## src/rtl/mem_initiator.sv

```systemverilog
// Single-outstanding memory-bus initiator: accepts one command, drives a registered
// select/address/data access, waits for mem_valid and returns one response.
// Optional ACCESS-phase watchdog is compiled in with `define MEM_INITIATOR_TIMEOUT_EN.
module mem_initiator #(
  parameter int ADDR_W         = 16,
  parameter int DATA_W         = 16,
  parameter int TIMEOUT_CYCLES = 15
) (
  input  logic              clk,
  input  logic              rstn,
  // Command channel, accepted on an edge where cmd_valid && cmd_ready.
  input  logic              cmd_valid,
  output logic              cmd_ready,
  input  logic              cmd_wnr,
  input  logic [ADDR_W-1:0] cmd_addr,
  input  logic [DATA_W-1:0] cmd_wdata,
  // Response channel, completes on an edge where rsp_valid && rsp_ready;
  // rsp_valid and its payload stay stable until then.
  output logic              rsp_valid,
  input  logic              rsp_ready,
  output logic [DATA_W-1:0] rsp_rdata,
  output logic              rsp_wnr,
  output logic              rsp_err,
  // Memory bus
  output logic [ADDR_W-1:0] mem_address,
  output logic [DATA_W-1:0] mem_wdata,
  output logic              mem_wnr,
  output logic              mem_select,
  input  logic [DATA_W-1:0] mem_rdata,
  input  logic              mem_valid,
  output logic              busy,
  output logic [1:0]        dbg_state
);

  typedef enum logic [1:0] {
    IDLE   = 2'd0,
    ACCESS = 2'd1,
    RESP   = 2'd2
  } state_t;

  state_t              state_q;
  logic                cmd_ready_q;
  logic                busy_q;
  logic                mem_select_q;
  logic                mem_wnr_q;
  logic [ADDR_W-1:0]   mem_address_q;
  logic [DATA_W-1:0]   mem_wdata_q;
  logic                rsp_valid_q;
  logic [DATA_W-1:0]   rsp_rdata_q;
  logic                rsp_wnr_q;

`ifdef MEM_INITIATOR_TIMEOUT_EN
  localparam int CNT_W = $clog2(TIMEOUT_CYCLES + 1);
  logic [CNT_W-1:0]    cnt_q;
  logic                rsp_err_q;
`else
  logic [31:0]         timeout_unused;
  assign timeout_unused = TIMEOUT_CYCLES;
`endif

  always_ff @(posedge clk or negedge rstn) begin
    if (!rstn) begin
      state_q       <= IDLE;
      cmd_ready_q   <= 1'b0;
      busy_q        <= 1'b0;
      mem_select_q  <= 1'b0;
      mem_wnr_q     <= 1'b0;
      mem_address_q <= '0;
      mem_wdata_q   <= '0;
      rsp_valid_q   <= 1'b0;
      rsp_rdata_q   <= '0;
      rsp_wnr_q     <= 1'b0;
`ifdef MEM_INITIATOR_TIMEOUT_EN
      cnt_q         <= '0;
      rsp_err_q     <= 1'b0;
`endif
    end else begin
      case (state_q)
        IDLE: begin
          if (cmd_valid && cmd_ready_q) begin
            state_q       <= ACCESS;
            cmd_ready_q   <= 1'b0;
            busy_q        <= 1'b1;
            mem_select_q  <= 1'b1;
            mem_wnr_q     <= cmd_wnr;
            mem_address_q <= cmd_addr;
            mem_wdata_q   <= cmd_wdata;
`ifdef MEM_INITIATOR_TIMEOUT_EN
            cnt_q         <= '0;
`endif
          end else begin
            cmd_ready_q <= 1'b1;
            busy_q      <= 1'b0;
          end
        end

        ACCESS: begin
          // Select must fall on the same edge that sees mem_valid, otherwise
          // the responder treats the still-high select as a new access.
          if (mem_valid) begin
            state_q      <= RESP;
            mem_select_q <= 1'b0;
            rsp_valid_q  <= 1'b1;
            rsp_wnr_q    <= mem_wnr_q;
            rsp_rdata_q  <= mem_wnr_q ? '0 : mem_rdata;
`ifdef MEM_INITIATOR_TIMEOUT_EN
            rsp_err_q    <= 1'b0;
`endif
          end
`ifdef MEM_INITIATOR_TIMEOUT_EN
          else if (cnt_q == CNT_W'(TIMEOUT_CYCLES - 1)) begin
            state_q      <= RESP;
            mem_select_q <= 1'b0;
            rsp_valid_q  <= 1'b1;
            rsp_wnr_q    <= mem_wnr_q;
            rsp_rdata_q  <= '0;
            rsp_err_q    <= 1'b1;
          end else begin
            cnt_q <= cnt_q + 1'b1;
          end
`endif
        end

        RESP: begin
          if (rsp_ready) begin
            state_q     <= IDLE;
            rsp_valid_q <= 1'b0;
            busy_q      <= 1'b0;
            cmd_ready_q <= 1'b1;
          end
        end

        default: begin
          state_q      <= IDLE;
          mem_select_q <= 1'b0;
          rsp_valid_q  <= 1'b0;
          busy_q       <= 1'b0;
          cmd_ready_q  <= 1'b1;
        end
      endcase
    end
  end

  assign cmd_ready   = cmd_ready_q;
  assign busy        = busy_q;
  assign mem_select  = mem_select_q;
  assign mem_wnr     = mem_wnr_q;
  assign mem_address = mem_address_q;
  assign mem_wdata   = mem_wdata_q;
  assign rsp_valid   = rsp_valid_q;
  assign rsp_rdata   = rsp_rdata_q;
  assign rsp_wnr     = rsp_wnr_q;
  assign dbg_state   = state_q;

`ifdef MEM_INITIATOR_TIMEOUT_EN
  assign rsp_err = rsp_err_q;
`else
  assign rsp_err = 1'b0;
`endif

endmodule

```

## config.mk

```make
export PLATFORM = sky130hd
export DESIGN_NAME = mem_initiator
export DESIGN_NICKNAME = d
export VERILOG_FILES = /design/src/rtl/mem_initiator.sv
export SDC_FILE = /design/constraint.sdc
export NUM_CORES = 1
export LEC_CHECK = 0
export ABC_AREA = 1
export CORE_UTILIZATION = 45
export DETAILED_ROUTE_END_ITERATION = 10
export GPL_TIMING_DRIVEN = 0
export PLACE_DENSITY = 0.86
export SYNTH_ARGS = -nofsm -noshare
export SYNTH_HDL_FRONTEND = slang
export SYNTH_SLANG_ARGS = --single-unit
```

## constraint.sdc

```tcl
create_clock -name clk -period 2.75 [get_ports clk]
set_input_delay 0.55 -clock clk [delete_from_list [all_inputs] [get_ports clk]]
set_output_delay 0.55 -clock clk [all_outputs]
set_load 0.005 [all_outputs]
```

==> impl_results.md <==
- Outcome: finished clean
- Total GRT Usage: approximately a fifth
- Vias: roughly 2,000
- Layout fillers: between 400 and 500
- CTS tree: done
- Ys flop type: dfrtp_1
- Hpwl dp: between 4000 and 5000 µm
- Final period util: 69.64%
- # DRC: 0
- Critical Path AT: 1.37 ns
- Cell taking the most area after synthesis: dfrtp_1
- Distinct cells, synth: 17
- Area growth syn-to-layout: 51.99%
- Max FO, Critical Path: 5
- Final GP Congestion: 0.7074
- Met2 usage in global routing: a little over a third
- RSZ-0062 raised after global routing: false
- Busiest grt layer: met2
- Post-synthesis async set-or-reset flop share: 100.0%
- Final worst path period need: roughly 1.9 ns
- Drt initial violations: 38
- Number of synthesized flops with an enable pin: 0
- Via density: 4.585
- Hold Path Class: in2async
- Routed WL per cell: about 12 µm
- CTS hold repair buffers: 0
- Largest net degree at the start of global routing: 35
- Synth Instances: ~240
- Crit path cell chain: clkdlybuf4s50_1
- Yosys reg bits: between 50 and 60
- Num rows: 26
- Post-layout util: between 70 and 80%
- Synth top area cells: dfrtp_1 (56%), o21ai_2 (18%), nand2_1 (11%), inv_1 (5.3%), buf_6 (4.1%)
- Setup Crit Path Kind: reg2out
- Nets: around 400
- Lkg Pwr: around 1.8 nW
- Post-synthesis sequential area ratio: between 50% and 60%
- Max-slew violations: 0
- Routing usage on met1: between 20% and 30%
- CP endpoint kind: output port
- Syn Nets: a little under 300
- Starting Density: approximately 48%
- Most numerous cell in the Yosys netlist: nand2_1
- Root Buffer: clkbuf_8
- Highest-delay cell along the critical path: clkdlybuf4s50_1
- Die width: roughly 76 µm
- Avg Inst Size Synth: between 10 and 15 µm²
- Share of the synthesized area in the top cell type: between 50% and 60%
- Die Area: 5820 µm²
- Antenna violations before repair: 0
- Placed Instances: roughly 420
- Die height: 76.29 µm
- Setup TNS Final: 0 ns
- Achievable Freq: between 500 and 600 MHz
- Io pins: 111
- CTS Buf Count: 5
- Worst EP required: 2.20 ns
- CP startpoint kind: flip-flop
- Vias in the first global route: a little under 2,000
- Synth Warn #: 0
- Max clock buf depth: 2
- Setup slack after layout: ~0.83 ns
- Clock skew: between 0.004 and 0.005 ns
- # H-tree levels: 2
- Worst vdd ir: approximately 0.56 mV
- CP Buf/Inv Count: 1
- DRT Pass-1 Iters: 4
- GR Util met3: between 5 and 6%
- Total wire length: approximately 5300 µm
- Final hold vios: 0
- Top cells by count, synth: nand2_1 (74), dfrtp_1 (56), o21ai_2 (50)
- Setup WS pre-CTS: roughly 1.0 ns
- Cts repair resizes: 0
- CP top delay family: buffers and inverters
- Worst-Skew Late Latency: between 0.2 and 0.3 ns
- CTS sink cnt: 56
- Largest stage delay on the critical path: between 0.5 and 0.6 ns
- Setup-failing EPs final: 0
- Slew headroom: 46.93%
- Grt ovf: 0
- Core Box Area: between 5000 and 6000 µm²
- Tot Pwr: between 3 and 4 mW
- Diode count: 0
- MaxCap Viol Count: 0
- Share of layout cells above drive strength 1: between 20 and 25%
- # port buffers: between 100 and 150
- Hold slack final: around 0.33 ns
- Measured slew at the worst slew-check pin: roughly 0.8 ns
- First-pass GRT wire length: approximately 9400 µm
- Post-DP Area: between 3000 and 4000 µm²
- Finished Layout Cells: roughly 430
- Worst-path clk slew: around 0.09 ns
- Pwr Density: 1015 nW/µm²
- Number of routed nets with antenna violations: 0
- Post CTS Setup Buffer Count: 0
- Mapped Area: between 2000 and 2500 µm²
- Final Cell Area: 3775 µm²
## per-layer routing
metal | wire length, µm | vias to the layer above
met5 | 0 | -
met4 | 17 | 0
met3 | 345 | 2
met2 | 2717 | 68
met1 | 2247 | 925
li1 | - | 972
## placed cells by master (no fill, tap or decap)
cell type / count
clkinv_1: 1
clkdlybuf4s50_1: 108
clkbuf_1: 2
o21ai_0: 2
o21ai_2: 50
nand3b_1: 1
buf_16: 1
nor2_1: 2
clkbuf_8: 7
conb_1: 1
inv_1: 35
dfrtp_1: 56
nand3_2: 1
nand3_4: 2
nand2_1: 74
nor2_4: 1
buf_6: 9
buf_4: 1
nand2_2: 3
buf_2: 2
## sequential cells by signal, summed over array words and instances (netlist names)
signal,count
mem_address,16
mem_wdata,16
rsp_rdata,16
dbg_state,2
busy,1
cmd_ready,1
mem_select,1
mem_wnr,1
rsp_valid,1
rsp_wnr,1
## where the power goes
group / switching (mW) / total [mW] / internal, mW
logic: 0.801 / 1.93 / 1.13
clock network: 0.243 / 0.449 / 0.206
registers: 0.238 / 1.45 / 1.22
total: 1.28 / 3.83 / 2.55
## cells by family (layout without fill, tap and decap cells)
| kind of cell | Yosys count | after routing | synth area share, % |
|---|---|---|---|
| simple gates | 84 | 84 | 14.81 |
| compound gates | 52 | 52 | 18.04 |
| other cells | 1 | 1 | 0.1510 |
| flops | 56 | 56 | 56.42 |
| buf+inv | 48 | 166 | 10.58 |
## path summary, 6_finish.rpt
kind	start	end	slack (ns)	depth (start not counted)
max	dbg_state[0]	dbg_state[0]	0.83	1
min	rstn	mem_wnr	0.33	1
max reg2reg	dbg_state[1]	mem_wdata[14]	1.54	5
min reg2reg	mem_address[4]	mem_address[4]	0.48	2
max in group asynchronous	rstn	rsp_wnr	1.84	2
min in group clk	mem_address[4]	mem_address[4]	0.48	2
## final cells by class
| cell class | count | area [µm²] | share of cell area, % |
|---|---|---|---|
| Multi-Input combinational cell | 137 | 819.5 | 21.71 |
| Sequential cell | 56 | 1401 | 37.12 |
| Buffer | 12 | 127.6 | 3.381 |
| Tap cell | 70 | 87.58 | 2.320 |
| Inverter | 36 | 135.1 | 3.580 |
| Timing Repair Buffer | 110 | 1114 | 29.50 |
| Clock buffer | 8 | 90.09 | 2.386 |
Note: power is estimated with default switching activity, not from simulation.
